--- src/rtl/saph_pixdecode.sv ---
// saph_pixdecode: unpacks framebuffer words (ARGB8888, RGB565, ARGB1555,
// GRAY8) into a stream of 32-bit ARGB colors, least-significant pixel first.
// A word is held until its last pixel is consumed. The next word can be
// accepted on that same edge, so back-to-back words flow without a bubble.

module saph_pixdecode (
  input  logic        clk,
  input  logic        rst_n,
  input  logic        in_valid,
  output logic        in_ready,
  input  logic [31:0] in_data,
  input  logic [1:0]  in_fmt,
  input  logic [1:0]  in_npix,
  input  logic        in_last,
  output logic        out_valid,
  input  logic        out_ready,
  output logic [31:0] out_col,
  output logic        out_last
);

  typedef enum logic [0:0] {
    ST_IDLE = 1'b0,
    ST_EMIT = 1'b1
  } state_t;

  localparam logic [1:0] FMT_ARGB8888 = 2'd0;
  localparam logic [1:0] FMT_RGB565   = 2'd1;
  localparam logic [1:0] FMT_ARGB1555 = 2'd2;
  localparam logic [1:0] FMT_GRAY8    = 2'd3;

  // Widen a 5-bit channel to 8 bits by replicating its top bits into the low bits.
  function automatic logic [7:0] expand5(input logic [4:0] v);
    return {v, v[4:2]};
  endfunction

  // Widen a 6-bit channel to 8 bits by replicating its top bits into the low bits.
  function automatic logic [7:0] expand6(input logic [5:0] v);
    return {v, v[5:4]};
  endfunction

  // Index of the last pixel to emit. An npix of 0, or an npix larger than
  // the format holds, means the word is full.
  function automatic logic [1:0] calc_last_idx(input logic [1:0] fmt,
                                               input logic [1:0] npix);
    logic [2:0] ppw;
    logic [2:0] cnt;
    logic [2:0] cnt_m1;
    case (fmt)
      FMT_ARGB8888: ppw = 3'd1;
      FMT_RGB565:   ppw = 3'd2;
      FMT_ARGB1555: ppw = 3'd2;
      FMT_GRAY8:    ppw = 3'd4;
      default:      ppw = 3'd1;
    endcase
    if ((npix == 2'd0) || ({1'b0, npix} > ppw)) begin
      cnt = ppw;
    end else begin
      cnt = {1'b0, npix};
    end
    cnt_m1 = cnt - 3'd1;
    return cnt_m1[1:0];
  endfunction

  // Extract pixel idx of a packed word and convert it to ARGB8888.
  function automatic logic [31:0] decode_pixel(input logic [31:0] word,
                                               input logic [1:0]  fmt,
                                               input logic [1:0]  idx);
    logic [15:0] half;
    logic [7:0]  gray;
    logic [31:0] col;
    half = idx[0] ? word[31:16] : word[15:0];
    case (idx)
      2'd0:    gray = word[7:0];
      2'd1:    gray = word[15:8];
      2'd2:    gray = word[23:16];
      2'd3:    gray = word[31:24];
      default: gray = 8'h00;
    endcase
    case (fmt)
      FMT_ARGB8888: col = word;
      FMT_RGB565:   col = {8'hFF, expand5(half[15:11]), expand6(half[10:5]),
                           expand5(half[4:0])};
      FMT_ARGB1555: col = {(half[15] ? 8'hFF : 8'h00), expand5(half[14:10]),
                           expand5(half[9:5]), expand5(half[4:0])};
      FMT_GRAY8:    col = {8'hFF, gray, gray, gray};
      default:      col = 32'h0000_0000;
    endcase
    return col;
  endfunction

  state_t      state;
  state_t      state_next;
  logic [31:0] word;
  logic [31:0] word_next;
  logic [1:0]  fmt;
  logic [1:0]  fmt_next;
  logic        word_last;
  logic        word_last_next;
  logic [1:0]  last_idx;
  logic [1:0]  last_idx_next;
  logic [1:0]  idx;
  logic [1:0]  idx_next;
  logic [31:0] col_next;
  logic        out_last_next;

  logic        final_pix;
  logic        out_hs;
  logic        accept;
  logic [1:0]  new_last_idx;
  logic [1:0]  idx_inc;

  assign out_valid    = (state == ST_EMIT);
  assign final_pix    = (idx == last_idx);
  assign out_hs       = out_valid && out_ready;
  assign in_ready     = rst_n && (!out_valid || (out_ready && final_pix));
  assign accept       = in_valid && in_ready;
  assign new_last_idx = calc_last_idx(in_fmt, in_npix);
  assign idx_inc      = idx + 2'd1;

  // Next-state and next-output selection: accept a word, step to the next pixel, or go idle.
  always_comb begin
    state_next     = state;
    word_next      = word;
    fmt_next       = fmt;
    word_last_next = word_last;
    last_idx_next  = last_idx;
    idx_next       = idx;
    col_next       = out_col;
    out_last_next  = out_last;
    if (accept) begin
      state_next     = ST_EMIT;
      word_next      = in_data;
      fmt_next       = in_fmt;
      word_last_next = in_last;
      last_idx_next  = new_last_idx;
      idx_next       = 2'd0;
      col_next       = decode_pixel(in_data, in_fmt, 2'd0);
      out_last_next  = in_last && (new_last_idx == 2'd0);
    end else if (out_hs && !final_pix) begin
      idx_next      = idx_inc;
      col_next      = decode_pixel(word, fmt, idx_inc);
      out_last_next = word_last && (idx_inc == last_idx);
    end else if (out_hs) begin
      // Final pixel consumed with nothing new to take: drop valid, keep the color.
      state_next    = ST_IDLE;
      idx_next      = 2'd0;
      out_last_next = 1'b0;
    end else begin
      state_next = state;
    end
  end

  // State and output registers with synchronous active-low clear.
  always_ff @(posedge clk) begin
    if (!rst_n) begin
      state     <= ST_IDLE;
      word      <= 32'h0000_0000;
      fmt       <= 2'd0;
      word_last <= 1'b0;
      last_idx  <= 2'd0;
      idx       <= 2'd0;
      out_col   <= 32'h0000_0000;
      out_last  <= 1'b0;
    end else begin
      state     <= state_next;
      word      <= word_next;
      fmt       <= fmt_next;
      word_last <= word_last_next;
      last_idx  <= last_idx_next;
      idx       <= idx_next;
      out_col   <= col_next;
      out_last  <= out_last_next;
    end
  end

endmodule
--- config.mk ---
export PLATFORM = sky130hd
export DESIGN_NAME = saph_pixdecode
export DESIGN_NICKNAME = d
export VERILOG_FILES = /design/src/rtl/saph_pixdecode.sv
export SDC_FILE = /design/constraint.sdc
export NUM_CORES = 1
export LEC_CHECK = 0
export CAP_MARGIN = 20
export CORE_ASPECT_RATIO = 1.5
export CORE_MARGIN = 4
export CORE_UTILIZATION = 30
export CTS_BUF_LIST = sky130_fd_sc_hd__clkbuf_8
export CTS_CLUSTER_DIAMETER = 50
export DETAILED_ROUTE_END_ITERATION = 7
export GPL_TIMING_DRIVEN = 0
export PLACE_DENSITY = 0.58
export SYNTH_ARGS = -nofsm -noshare
export SYNTH_HDL_FRONTEND = slang
export SYNTH_SLANG_ARGS = --single-unit
--- constraint.sdc ---
create_clock -name clk -period 2.62 [get_ports clk]
set_input_delay 0.786 -clock clk [delete_from_list [all_inputs] [get_ports clk]]
set_output_delay 0.786 -clock clk [all_outputs]
set_load 0.01 [all_outputs]
==> results.py, run 1 <==
metrics = {
    "outcome": {
        "status": "finished clean",
    },
    "drt": {
        "final_antenna_net_count": 0,
        "vias": 4670,
        "wl_per_cell_um": 21.7,
        "drt-pass1-iter-count": 7,
        "wl_um": 18300,
        "drt_iter0_drc": 370,
        "vias_per_cell": 5.55,
        "drc": 0,
    },
    "cts": {
        "cts-htree-levels": 3,
        "cts_made_buffers": 9,
        "clk_path_buf_depth": 2,
        "cts_tree": "done",
        "path_clk_slew_ns": 0.08,
        "cts.sinks": 73,
        "clk-insertion-delay-late_ns": 0.36,
        "cts-root-buf": "clkbuf_8",
    },
    "logic_synthesis": {
        "yosysSeqAreaShare_pct": 34.3,
        "synth_mux_area_share_pct": 4.23,
        "async_reset_ff_share_pct": 0,
        "yosys_most_used_dff": "dfxtp_1",
        "ys_warn_count": 0,
        "syn_inst": 558,
        "avgSynthCellArea_um2": 7.63,
        "syn_nets": 612,
        "synthSimpleGateAreaFrac_pct": 15.1,
        "synth_area_um2": 4260,
        "synth_top_family_by_area": "compound AO/OA/AOI/OAI gates",
        "synth_cell_types": 47,
        "synth_edf_count": 0,
        "synth-compound-area-share_pct": 35.1,
        "synth_xor_area_share_pct": 0.970,
        "synth_adder_area_share_pct": 3.82,
        "ys_ff_latch": 73,
    },
    "timing": {
        "fin_skew_ns": 0.0121,
        "tightestPinTransition_ns": 0.705,
        "finalCritPeriodShare_pct": 95.4,
        "final_max_slew_viol_count": 0,
        "fin_crit_ns": 2.50,
        "clock.fmax_mhz": 400,
        "hold_viol": 0,
        "setup_viol": 0,
        "slew-limit-headroom_pct": 53.0,
        "fin_tns_setup_ns": 0,
        "rsz0062_at_grt": "no",
    },
    "power_and_ir_drop": {
        "swShare_pct": 34.1,
        "power_switching_mw": 0.983,
        "p_leak_nw": 1.95,
        "internal_power_mw": 1.90,
        "ir_worst_vdd_mv": 0.243,
        "pwr-share-comb_pct": 26.0,
        "power_density_nw_per_um2": 525,
        "clockPowerShare_pct": 28.9,
        "pwr-share-seq_pct": 45.1,
    },
    "critical_path": {
        "required_ns": 2.91,
        "cp-start-kind": "register",
        "criticalPathCategory": "register to register",
        "crit_arrival_ns": 2.79,
        "crit_path_end_kind": "register",
        "critPathMaxFanout": 19,
    },
    "floorplanning": {
        "die_h_um": 154,
        "die_area_um2": 16200,
        "initial_core_util_pct": 30.4,
        "fp.coreArea_um2": 14000,
        "die_w_um": 105,
        "rows": 53,
        "pin_count": 76,
    },
    "global_route": {
        "grt-ovfl-total": 0,
        "grt.total_usage_pct": 22.6,
        "grt_max_degree": 12,
        "grt_pass1_vias": 4599,
        "antenna_found_initial": 0,
        "grt_pass1_wl_um": 28000,
    },
    "place": {
        "port-buffer-count": 74,
        "place_hpwl_um": 14500,
        "routabilityCongestion": 0.943,
    },
    "cells_and_area": {
        "syn_to_final_growth_pct": 29.1,
        "layout_commonest_cell": "nand2_1",
        "n_antenna_cell": 0,
        "utilization_pct": 39.3,
        "layout-drive-gt1-share_pct": 8.47,
        "finalNetCount": 698,
        "mostFrequentLayoutCells": "nand2_1, o21ai_0, dfxtp_1",
    },
    "min_path": {
        "hp-class": "register to register",
    },
    "run": {
        "drv_cap": 0,
    },
}
-- cell usage after synthesis, types with 9 or more instances --
library cell    n  share of area, %
a221oi_1       11               2.3
clkbuf_1       28               2.5
dfxtp_1        73                34
nor2_1         18               1.6
ha_1           13               3.8
a22oi_1        23               4.1
a21oi_1        41               4.8
nor3_1         10               1.2
o31ai_1         9               1.6
a222oi_1       10               2.4
mux2i_1        18               4.2
o21ai_0        81               9.5
inv_1          18               1.6
nand2_1       117                10
-- sequential cells by signal, indices dropped and copies added, names as in the netlist --
signal	count
fmt	2
out_valid	1
last_idx	2
out_last	1
word_last	1
out_col	32
word	32
idx	2
-- per-layer routing --
metal | vias up | wire length (um) | track usage (%)
met5 | - | 0 | 0
li1 | 2211 | - | -
met1 | 2213 | 7160 | 26.1
met3 | 45 | 827 | 3.23
met4 | 0 | 948 | 12.1
met2 | 201 | 9330 | 39.8
-- path summary, 6_finish.rpt --
path / start / endpoint / slack [ns] / cells after the start
worst min-delay path: out_col[29] / out_col[29] / 0.47 / 1
worst max-delay path: idx[0] / out_col[0] / 0.12 / 8
worst min register to register: out_col[29] / out_col[29] / 0.47 / 1
worst max register to register: idx[0] / out_col[0] / 0.12 / 8
-- kinds of logic after synthesis --
logic type	count (synthesis)
multiplexers	18
AO/OA/AOI/OAI	228
flip-flops	73
buffers and inverters	64
AND/OR/NAND/NOR	159
XOR/XNOR	3
adder cells (fa/ha/maj)	13
-- stage by stage --
| step | instances | hold WS, ns | area (um^2) | total power, mW | setup WS, ns |
|---|---|---|---|---|---|
| 2_1_floorplan | 558 | 0.436 | 4260 | 1.68 | 0.0941 |
| 3_3_place_gp | 824 | 0.449 | 5240 | 2.05 | -0.774 |
| 3_5_place_dp | 824 | 0.451 | 5240 | 2.05 | -0.809 |
| 4_1_cts | 841 | 0.472 | 5480 | 2.89 | 0.00670 |
| 5_1_grt | 841 | 0.490 | 5490 | 3.03 | 0.0570 |
| 6_report | 841 | 0.467 | 5490 | 2.89 | 0.121 |
-- power groups by stage --
| stage | Combinational (mW) | Sequential, mW | Clock [mW] |
|---|---|---|---|
| finish | 0.751 | 1.30 | 0.834 |
| global route | 0.820 | 1.31 | 0.899 |
| CTS | 0.743 | 1.30 | 0.847 |
| detailed placement | 0.728 | 1.32 | 0 |
| global placement | 0.724 | 1.32 | 0 |
| floorplan | 0.375 | 1.30 | 0 |
-- final cells by class --
type,instances,area (um^2)
repair buffers,76,747
fillers,1484,8500
well taps,192,240
multi-input cells,421,2580
clock inverters,5,22.5
inverters,20,80.1
plain buffers,43,206
flip-flops and latches,73,1460
clock buffers,11,151
-- repair_timing --
item / CTS / global route
pin swaps: 0 / 2
buffers inserted: 1 / 1
cloned: 0 / 0
endpoints found under the setup margin: 35 / 24
gates resized for setup: 23 / 14
hold buffers: 0 / 0
-- worst max-delay path, cell delays in order (launching register included) --
cell,delay [ns]
dfxtp_2,0.36
buf_6,0.20
inv_1,0.12
ha_1,0.15
clkbuf_1,0.36
a22oi_1,0.21
a221oi_1,0.65
o22ai_1,0.20
o21ai_0,0.18
No activity file was read; power rests on OpenSTA's default activity.
==> run 2: changes to the inputs <==
Settings changed: CORE_MARGIN 4 to 8, CTS_CLUSTER_SIZE set to 8.
==> run 2 against run 1 <==
Against the previous run:
- final cell count decreased by 3.3%
- setup slack got worse by 0.055 ns
- sequential share of layout area about the same
- critical path type unchanged
- largest power group unchanged
- highest routed layer unchanged
==> results.py, run 2 (synthesis results as in run 1) <==
metrics = {
    "critical_path": {
        "ff2ff_setup_slack_ns": 0.07,
        "required_ns": 2.84,
        "criticalPathCategory": "register to register",
        "cp-start-kind": "register",
        "r2r-start": "idx[0]",
        "crit_arrival_ns": 2.77,
        "rr_worst_depth": 9,
        "critPathMaxFanout": 10,
        "r2r-end": "out_col[12]",
        "crit_path_end_kind": "register",
    },
    "drt": {
        "drt-pass1-iter-count": 8,
        "wl_um": 18700,
        "drc": 0,
        "vias_per_cell": 5.79,
        "final_antenna_net_count": 0,
        "drt_iter0_drc": 335,
        "vias": 4710,
        "wl_per_cell_um": 23.0,
    },
    "timing": {
        "setup_viol": 0,
        "hold-worst-slack_ns": 0.467,
        "fin_ws_ns": 0.0660,
        "clock.fmax_mhz": 392,
        "slew-limit-headroom_pct": 53.8,
        "tightestPinTransition_ns": 0.686,
        "rsz0062_at_grt": "no",
        "final_max_slew_viol_count": 0,
        "fin_skew_ns": 0.0104,
        "fin_crit_ns": 2.55,
        "finalCritPeriodShare_pct": 97.5,
        "hold_viol": 0,
        "fin_tns_setup_ns": 0,
    },
    "min_path": {
        "min-delay-start": "out_col[25]",
        "hp-class": "register to register",
        "holdPathStages": 1,
        "hold-path-endpoint": "out_col[25]",
    },
    "global_route": {
        "grt.total_usage_pct": 20.5,
        "antenna_found_initial": 0,
        "grt_max_degree": 13,
        "grt_pass1_vias": 4766,
        "grt-ovfl-total": 0,
        "grt_pass1_wl_um": 28500,
    },
    "power_and_ir_drop": {
        "power_density_nw_per_um2": 539,
        "p_leak_nw": 1.95,
        "ir_worst_vdd_mv": 0.290,
        "p_total_mw": 2.96,
    },
    "cts": {
        "cts_made_buffers": 9,
        "cts_hold_buf": 0,
        "cts.sinks": 73,
        "path_clk_slew_ns": 0.08,
        "cts-root-buf": "clkbuf_8",
        "clk-insertion-delay-late_ns": 0.36,
        "cts-htree-levels": 3,
        "clk_path_buf_depth": 2,
        "cts_tree": "done",
    },
    "cells_and_area": {
        "layout-drive-gt1-share_pct": 9.26,
        "n_antenna_cell": 0,
        "syn_to_final_growth_pct": 28.9,
        "layout_commonest_cell": "nand2_1",
        "final.fill_count": 1500,
        "finalNetCount": 697,
        "reg_top3": "out_col (32), word (32)",
        "mostFrequentLayoutCells": "nand2_1, o21ai_0, dfxtp_1",
    },
    "floorplanning": {
        "fp.coreArea_um2": 13900,
        "rows": 53,
        "die_area_um2": 18300,
        "die_h_um": 162,
        "initial_core_util_pct": 30.6,
        "die_w_um": 113,
        "pin_count": 76,
    },
    "run": {
        "drv_cap": 0,
    },
    "outcome": {
        "status": "finished clean",
    },
    "place": {
        "port-buffer-count": 74,
        "place_hpwl_um": 14900,
        "dp_slack_ns": -0.824,
        "routabilityCongestion": 0.913,
    },
}
## run 2: cell type report
type                            count  area (um^2)  area share (%)
Buffer                             43          210            3.83
Timing Repair Buffer               75          736            13.4
Inverter                           20         80.1            1.46
Tap cell                          165          206            3.76
Sequential cell                    73         1460            26.7
Multi-Input combinational cell    421         2590            47.3
Clock inverter                      6         57.6            1.05
Clock buffer                       10          138            2.51
## run 2: how the worst max path moves through the flow
stage | start | endpoint | slack, ns | cells past startpoint
finish | idx[0] | out_col[12] | 0.07 | 9
global route | idx[0] | out_col[9] | 0.02 | 9
CTS | in_fmt[1] | last_idx[1] | 0.007 | 12
detailed placement | in_fmt[0] | last_idx[1] | -0.82 | 12
global placement | in_fmt[0] | out_col[15] | -0.80 | 9
floorplan | in_fmt[1] | last_idx[1] | 0.09 | 11
## run 2: metrics by stage
stage | utilization (%) | cell area, um^2 | cells
2_1_floorplan | - | 4260 | 558
5_1_grt | 39.4 | 5490 | 813
3_5_place_dp | 37.4 | 5200 | 797
4_1_cts | 39.2 | 5460 | 814
6_report | 39.4 | 5490 | 813
3_3_place_gp | 37.4 | 5200 | 797
## run 2: per-layer routing
| metal | up-vias | global-route usage (%) | routed length [um] |
|---|---|---|---|
| li1 | 2209 | - | - |
| met2 | 213 | 35.9 | 9240 |
| met3 | 59 | 3.64 | 1000 |
| met1 | 2229 | 21.3 | 7040 |
| met5 | - | 0 | 0 |
| met4 | 0 | 15.6 | 1450 |
## run 2: what timing repair did
item,in CTS,in global routing
setup buffers,1,0
pin swaps,0,0
setup endpoints to repair,35,20
gates resized for setup,24,15
hold endpoints to repair,0,0
## run 2: critical path, cell delays in order (launching register included)
cell	delay, ns
dfxtp_2	0.41
buf_6	0.20
buf_4	0.25
inv_1	0.10
ha_1	0.20
clkbuf_1	0.23
a22oi_1	0.30
a221oi_2	0.13
o31ai_1	0.46
a31oi_1	0.13
## run 2: report_power, final
group	total [mW]	internal [mW]	switching, mW
Sequential	1.30	1.20	0.0998
Clock	0.907	0.459	0.447
Combinational	0.750	0.314	0.437
Total	2.96	1.97	0.984
